==> config.mk <==
export PLATFORM = sky130hd
export DESIGN_NAME = alu_result_stage
export DESIGN_NICKNAME = d
export VERILOG_FILES = /design/src/rtl/alu_pkg.sv /design/src/rtl/alu_res_entry.sv /design/src/rtl/alu_result_stage.sv
export SDC_FILE = /design/constraint.sdc
export NUM_CORES = 1
export LEC_CHECK = 0
export BUFFER_PORTS_ARGS = -buffer_cell sky130_fd_sc_hd__buf_2
export CORE_ASPECT_RATIO = 0.9
export CORE_MARGIN = 10
export CORE_UTILIZATION = 53
export CTS_BUF_LIST = sky130_fd_sc_hd__clkbuf_2
export DETAILED_ROUTE_END_ITERATION = 10
export MAX_ROUTING_LAYER = met4
export PLACE_DENSITY = 0.79
export SLEW_MARGIN = 30
export SYNTH_ARGS = -nofsm -noshare
export SYNTH_HDL_FRONTEND = slang
export SYNTH_SLANG_ARGS = --single-unit
==> constraint.sdc <==
create_clock -name clock -period 3.2 [get_ports clock]
set_input_delay 0 -clock clock [delete_from_list [all_inputs] [get_ports clock]]
set_output_delay 0 -clock clock [all_outputs]
set_load 0.05 [all_outputs]
==> src/rtl/alu_pkg.sv <==
// Shared types for the ALU result stage: entry struct, FSM state enum and widths.
// Latency: n/a (types only).
// Backpressure: n/a.
package alu_pkg;

  localparam int DATA_W  = 32;
  localparam int RADDR_W = 5;
  localparam int FUNC_W  = 4;

  // One buffered ALU result with its writeback tags.
  typedef struct packed {
    logic [DATA_W-1:0]  result;
    logic [FUNC_W-1:0]  func;
    logic [RADDR_W-1:0] rd;
    logic               wen;
    logic               zero;
  } alu_res_t;

  typedef enum logic [1:0] {
    EMPTY = 2'd0,
    ONE   = 2'd1,
    FULL  = 2'd2
  } res_state_t;

  // Builds an entry from raw ALU outputs. The write-enable is qualified here
  // so that x0 can never be written, and the zero flag is derived once.
  function automatic alu_res_t res_capture(
    input logic [DATA_W-1:0]  result,
    input logic [FUNC_W-1:0]  func,
    input logic [RADDR_W-1:0] rd,
    input logic               wen
  );
    alu_res_t e;
    e.result = result;
    e.func   = func;
    e.rd     = rd;
    e.wen    = wen & (rd != '0);
    e.zero   = (result == '0);
    return e;
  endfunction

endpackage

==> src/rtl/alu_res_entry.sv <==
// Single enable-loaded storage slot of type alu_res_t (used as head and tail).
// Latency: 1 cycle from i_ld to o_q.
// Backpressure: none; holds its value whenever i_ld is low.
//
// Ports:
//   clock   - system clock, rising edge
//   n_reset - asynchronous active-low reset, clears the slot
//   i_ld    - load enable
//   i_d     - entry to load
//   o_q     - stored entry
module alu_res_entry
  import alu_pkg::*;
(
  input  logic     clock,
  input  logic     n_reset,
  input  logic     i_ld,
  input  alu_res_t i_d,
  output alu_res_t o_q
);

  alu_res_t r_q;

  always_ff @(posedge clock or negedge n_reset) begin
    if (!n_reset) begin
      r_q <= '0;
    end else if (i_ld) begin
      r_q <= i_d;
    end
  end

  assign o_q = r_q;

endmodule

==> src/rtl/alu_result_stage.sv <==
// Execute-to-writeback two-entry skid buffer: captures ALU results, tags, zero flag.
// Latency: 1 cycle in_* -> out_*, all outputs registered, no in->out comb path.
// Backpressure: in_ready drops only when both entries are occupied (state-only).
//
// Ports:
//   clock, n_reset           - clock (rising edge), async active-low reset
//   in_valid/in_ready        - upstream handshake
//   in_result/func/rd/wen    - ALU result and writeback tags
//   out_valid/out_ready      - writeback handshake on the head entry
//   out_result/rd/wen/zero/func - head entry fields (wen already x0-qualified)
//   fwd_valid/fwd_rd/fwd_data - forwarding of the youngest writing entry,
//                               present only when ALU_RES_FWD_EN is defined
//
// N and RADDR must equal alu_pkg::DATA_W / RADDR_W, since the entry struct
// fixes its field widths in the package.
module alu_result_stage
  import alu_pkg::*;
#(
  parameter int N     = DATA_W,
  parameter int RADDR = RADDR_W
) (
  input  logic              clock,
  input  logic              n_reset,
  input  logic              in_valid,
  output logic              in_ready,
  input  logic [N-1:0]      in_result,
  input  logic [FUNC_W-1:0] in_func,
  input  logic [RADDR-1:0]  in_rd,
  input  logic              in_wen,
  output logic              out_valid,
  input  logic              out_ready,
  output logic [N-1:0]      out_result,
  output logic [RADDR-1:0]  out_rd,
  output logic              out_wen,
  output logic              out_zero,
  output logic [FUNC_W-1:0] out_func
`ifdef ALU_RES_FWD_EN
  ,
  output logic              fwd_valid,
  output logic [RADDR-1:0]  fwd_rd,
  output logic [N-1:0]      fwd_data
`endif
);

  res_state_t r_state;
  res_state_t w_state_nxt;
  logic       r_in_ready;
  logic       w_push;
  logic       w_pop;
  logic       w_head_ld;
  logic       w_tail_ld;
  alu_res_t   w_in_ent;
  alu_res_t   w_head_d;
  alu_res_t   w_head_q;
  alu_res_t   w_tail_q;

  assign w_in_ent = res_capture(in_result, in_func, in_rd, in_wen);

  assign w_push = in_valid & r_in_ready;
  assign w_pop  = out_valid & out_ready;

  // Head always holds the oldest entry; tail is only used while FULL.
  always_comb begin
    w_state_nxt = r_state;
    w_head_ld   = 1'b0;
    w_tail_ld   = 1'b0;
    w_head_d    = w_in_ent;
    case (r_state)
      EMPTY: begin
        if (w_push) begin
          w_state_nxt = ONE;
          w_head_ld   = 1'b1;
        end
      end
      ONE: begin
        if (w_push && !w_pop) begin
          w_state_nxt = FULL;
          w_tail_ld   = 1'b1;
        end else if (!w_push && w_pop) begin
          w_state_nxt = EMPTY;
        end else if (w_push && w_pop) begin
          // Head drains while the new entry replaces it in the same edge.
          w_head_ld = 1'b1;
        end
      end
      FULL: begin
        // in_ready is low here, so only a pop can happen.
        if (w_pop) begin
          w_state_nxt = ONE;
          w_head_ld   = 1'b1;
          w_head_d    = w_tail_q;
        end
      end
      default: begin
        w_state_nxt = EMPTY;
      end
    endcase
  end

  // in_ready is registered from the next state so it stays low through reset
  // and never sees out_ready combinationally.
  always_ff @(posedge clock or negedge n_reset) begin
    if (!n_reset) begin
      r_state    <= EMPTY;
      r_in_ready <= 1'b0;
    end else begin
      r_state    <= w_state_nxt;
      r_in_ready <= (w_state_nxt != FULL);
    end
  end

  alu_res_entry u_head (
    .clock   (clock),
    .n_reset (n_reset),
    .i_ld    (w_head_ld),
    .i_d     (w_head_d),
    .o_q     (w_head_q)
  );

  alu_res_entry u_tail (
    .clock   (clock),
    .n_reset (n_reset),
    .i_ld    (w_tail_ld),
    .i_d     (w_in_ent),
    .o_q     (w_tail_q)
  );

  assign in_ready   = r_in_ready;
  assign out_valid  = (r_state != EMPTY);
  assign out_result = w_head_q.result;
  assign out_rd     = w_head_q.rd;
  assign out_wen    = w_head_q.wen;
  assign out_zero   = w_head_q.zero;
  assign out_func   = w_head_q.func;

`ifdef ALU_RES_FWD_EN
  // Youngest valid entry that writes a register wins; tail is younger.
  always_comb begin
    fwd_valid = 1'b0;
    fwd_rd    = '0;
    fwd_data  = '0;
    if ((r_state == FULL) && w_tail_q.wen) begin
      fwd_valid = 1'b1;
      fwd_rd    = w_tail_q.rd;
      fwd_data  = w_tail_q.result;
    end else if ((r_state != EMPTY) && w_head_q.wen) begin
      fwd_valid = 1'b1;
      fwd_rd    = w_head_q.rd;
      fwd_data  = w_head_q.result;
    end
  end
`endif

endmodule

# == Word-level counts from Yosys, hierarchy flattened ==
# Cells that the tools add are included.
# word_totals
word_cells,42
in_bits,46
output_inout_bits,45
register_bits,89
# classes
bitwise,3
mux,15
n_reduce_logical,9
eq_ne,3
# op_table
operator,n
43-bit two-way mux,2
32-bit zero test,1
2-bit two-way mux,4
1-bit two-way mux,7
2-bit one-hot mux with 3 select lines,1
5-bit nonzero test,1
1-bit AND,3
1-bit logical AND,3
1-bit one-hot mux with 3 select lines,1
"2-bit by 1-bit == test with 1-bit output, second input constant",1
"2-bit == test, second input constant",1
1-bit zero test,2
2-bit zero test,1
"2-bit != test, second input constant",1
2-bit nonzero test,1

# == Depth between registers and ports, before layout ==
# depth
ltp_word,7
ltp_mapped,6

# == Modules after synthesis ==
# From an unflattened synthesis, not the netlist that was laid out.
# hier_totals
cells_unflattened,351
area_unflattened_um2,4400.5
# by_module_without_submodules
module,n_inst,seq_area_each_um2,cells_each,area_each_um2
alu_res_entry,2,1076.0,91,1801.7
alu_result_stage,1,75.1,169,797.0

# == Worst setup path after synthesis ==
# OpenSTA, ideal clock, no wires.
# synth_timing
path_kind,reg-to-reg
start,"register r_in_ready, in the netlist in_ready"
end,register u_tail.r_q (netlist bit u_tail.o_q[19])
arrival_time_ps,1694
path_buffers,1
setup_ps,125
synth_period_minus_slack_ps,1819
stages_incl_launch_ff,5
setup_slack_ps,1381
cell_sequence,dfrtp_1 nand2_1 nor3_4 buf_6 mux2_2
# synth_between
elab_chain_cells,4
# synth_rtl
element,line_no,source
from (decl),alu_result_stage.sv:47,logic r_in_ready;
from (signal assigned),alu_result_stage.sv:108,r_in_ready <= (w_state_nxt != FULL);
1-bit AND,alu_result_stage.sv:59,assign w_push = in_valid & r_in_ready;
1-bit logical AND,alu_result_stage.sv:76,if (w_push && !w_pop) begin
1-bit two-way mux,alu_result_stage.sv:76,
1-bit two-way mux,alu_result_stage.sv:68,case (r_state)
to (signal assigned),alu_res_entry.sv:27,r_q <= i_d;
to (decl),alu_res_entry.sv:21,alu_res_t r_q;
# No other way between the ends.
# A chain may end at the register's enable or synchronous reset.

# == Final worst setup path ==
# layout_timing
start,register r_state[1]
end,register u_head.r_q (netlist bit u_head.o_q[8])
# layout_between
elab_chain_cells,7
# layout_rtl
element,line_no,source
from (decl),alu_result_stage.sv:45,res_state_t r_state;
from (signal assigned),alu_result_stage.sv:107,r_state <= w_state_nxt;
2-bit nonzero test,alu_result_stage.sv:129,assign out_valid = (r_state != EMPTY);
1-bit AND,alu_result_stage.sv:60,assign w_pop = out_valid & out_ready;
1-bit logical AND,alu_result_stage.sv:81,end else if (w_push && w_pop) begin
1-bit two-way mux,alu_result_stage.sv:81,
1-bit two-way mux,alu_result_stage.sv:79,end else if (!w_push && w_pop) begin
1-bit two-way mux,alu_result_stage.sv:76,
1-bit one-hot mux with 3 select lines,alu_result_stage.sv:68,
to (signal assigned),alu_res_entry.sv:27,
to (decl),alu_res_entry.sv:21,
# Several ways; a longest one is shown, not always the timed one.

==> impl_metrics.ini <==
[power_and_ir_drop]
peakVddDrop_mv = 0.587
total_leakage_power_nw = 2.29
p_per_area_nw_per_um2 = 1010
total_power_mw = 4.93

[sta]
finClkSkew_ps = 16.8
slew_headroom_pct = 39.4
rsz0062_at_grt = false
fin_setup_tns_ps = 0
setup_violations = 0
drv_slew = 0
worst_pin_slew_ps = 910
hold_viol_final = 0
min_period_ps = 2440
fin_crit_sh_pct = 76.1
max_freq_mhz = 411

[final_layout]
insertedDiodeCount = 0
fin_nets = 525
drive_above_1_share_pct = 32.9
synthToLayoutAreaGrowth_pct = 28.9
final_util_pct = 69.5
fin_cells = 577
nFillCells = 538
design_area_um2 = 4870

[cts]
post-cts-setup-buffers = 0
cts.clk_slew.worst_paths_ps = 240
cts_tree = yes
insertion_delay_ps = 520
cts_root_buffer = clkbuf_2
clock_path_buffers = 2
htree_levels = 3
cts.sinks = 89
cts_buffers = 9

[floorplan]
ios = 91
num_rows = 29
fp.dieH_um = 100
initial_core_util_pct = 53.9
die_area_um2 = 10900
core-area_um2 = 7000
die-width_um = 109

[worst_setup_path]
reg2reg_from = r_state[1]$_DFF_PN0_
crit_path_cell_trace = and3b_1 -> and2_2 -> nand2_1 -> a31oi_1 -> dlygate4sd3_1
crit_family = simple AND/OR/NAND/NOR gates
end_kind = flop
path_buf_inv = 1
critPathLaunchType = flop
cp.required_ps = 3680
path_class = reg2reg
path_max_fanout = 44
rrSetupSlack_ps = 760
r2r_cells = 5
cpPeakStageDelay_ps = 750
arrival_ps = 2920
reg2reg_to = u_head.o_q[8]$_DFFE_PN0P_
cpMaxStageDelayCell = and2_2

[logic_synthesis]
synthCells = 347
synth_nets = 393
synth.distinct_cells = 28
avgSynthCellArea_um2 = 10.9
synth-seq-cells = 89
synth_area_um2 = 3780
ys_warn_count = 0
yosysSeqAreaShare_pct = 59.0

[run_status]
outcome = completed

[detailed_routing]
drc = 0
wl_um = 9880
avgViaCountPerCell = 5.49
drt_iter0_markers = 155
routedWlPerCell_um = 17.1
dr_total_vias = 3168
drt-pass1-iter-count = 5
final_antenna_net_count = 0

[global_routing]
grt_max_degree = 90
grt.overflow.total = 0
grt_pass1_vias = 3154
grt_use_total_pct = 18.9
grt_pass1_wl_um = 16100
grt_antenna_before_repair = 0

[placed_design]
place_area_um2 = 4260
placed_cells = 514
io_buffers = 90
gp_congestion = 0.777
dpl.hpwl_um = 6320

[job]
cap_violations = 0

[worst_hold_path]
hold_path_class = in2async
[worst register-to-register path: cells and delay by family (launching register included)]
kind                   cells  cell delay (ps)
AOI/OAI and AO/OA          1              190
buffers and inverters      1              570
DFF                        1              490
and+or+nand+nor            3             1150
[cell usage after synthesis]
library cell	instances	share of area (%)
clkbuf_1	7	0.70
buf_4	4	0.79
inv_1	2	0.20
nor3_4	1	0.43
and3_1	1	0.17
and2_1	2	0.33
nor3_1	5	0.66
or2_2	2	0.33
and3b_1	1	0.23
nand2b_1	1	0.17
o21ai_0	2	0.26
xnor2_1	1	0.23
buf_2	6	0.79
or4_1	1	0.20
mux2i_1	1	0.26
nand4_1	2	0.33
nor2_1	42	4.2
mux2_2	42	13
a221o_1	1	0.26
dfrtp_1	89	59
buf_6	5	1.5
nor4_1	8	1.3
and2b_1	1	0.20
a221oi_2	1	0.40
a31oi_1	37	6.1
a21oi_1	1	0.13
o22ai_1	4	0.66
nand2_1	77	7.7
[area by class of cell]
class / instances / area, um2 / area share [%]
clock inverters: 7 / 95.1 / 1.95
inverters: 2 / 7.51 / 0.154
multi-input cells: 234 / 1400 / 28.8
repair buffers: 143 / 972 / 20.0
clock buffers: 9 / 45.0 / 0.925
well taps: 93 / 116 / 2.39
flip-flops and latches: 89 / 2230 / 45.8
[layout by cell type, fill, tap and decap left out, drive strengths merged, types with 2 or more instances in the layout]
| cell type | Yosys | layout |
|---|---|---|
| bufinv | 0 | 2 |
| mux2 | 42 | 42 |
| o21ai | 2 | 2 |
| o22ai | 4 | 4 |
| clkbuf | 7 | 9 |
| nand4 | 2 | 2 |
| inv | 2 | 2 |
| nor3 | 6 | 6 |
| dlygate4sd3 | 0 | 47 |
| a31oi | 37 | 37 |
| nor4 | 8 | 8 |
| clkinvlp | 0 | 3 |
| dfrtp | 89 | 89 |
| and2 | 2 | 2 |
| buf | 15 | 96 |
| or2 | 2 | 2 |
| nand2 | 77 | 77 |
| nor2 | 42 | 42 |
| clkinv | 0 | 2 |
[power breakdown]
part / total [mW] / switching [mW] / internal [mW]
registers: 1.96 / 0.298 / 1.66
clock network: 0.641 / 0.385 / 0.256
logic: 2.33 / 1.61 / 0.723
total: 4.93 / 2.29 / 2.64
[kinds of logic (layout without fill, tap and decap cells)]
family / count (synthesis) / after routing / synth area share (%)
AOI/OAI and AO/OA: 46 / 46 / 7.85
and+or+nand+nor: 144 / 144 / 16.2
DFF: 89 / 89 / 59.0
buffers and inverters: 24 / 161 / 3.97
xor gates and xnor gates: 1 / 1 / 0.232
muxes: 43 / 43 / 12.8
[through the flow]
| stage | hold slack, ps | worst slack [ps] |
|---|---|---|
| finish | 49.1 | 765 |
| global route | 65.9 | 601 |
| CTS | 80.7 | 803 |
| detailed placement | 118 | 1330 |
| global placement | 248 | 1410 |
| floorplan | -296 | 1380 |
[per-layer routing]
metal	vias up	routed length (um)	track usage [%]
met5	-	0	-
met3	11	696	5.64
li1	1468	-	-
met2	136	4640	28.9
met1	1553	4430	24.4
met4	0	118	3.55
[sequential cells by signal (all words and copies together) (netlist names)]
signal / flops
in_ready: 1
r_state: 2
u_head.o_q: 43
u_tail.o_q: 43
[what timing repair did]
| item | CTS | global route |
|---|---|---|
| hold endpoints to repair | 176 | 0 |
| hold buffers | 47 | 0 |
| gates resized for setup | 0 | 0 |
[worst max path at each step]
stage	startpoint	endpoint	slack (ps)	depth (start not counted)
final	r_state[1]$_DFF_PN0_	u_head.o_q[8]$_DFFE_PN0P_	760	5
after global routing	r_state[1]$_DFF_PN0_	u_head.o_q[8]$_DFFE_PN0P_	600	5
after CTS	r_state[1]$_DFF_PN0_	u_head.o_q[8]$_DFFE_PN0P_	800	5
after detailed placement	r_state[1]$_DFF_PN0_	u_head.o_q[34]$_DFFE_PN0P_	1330	4
after global placement	r_state[1]$_DFF_PN0_	u_head.o_q[1]$_DFFE_PN0P_	1410	4
after floorplan	in_ready$_DFF_PN0_	u_tail.o_q[19]$_DFFE_PN0P_	1380	4
Power figures use the tool's default switching activity.
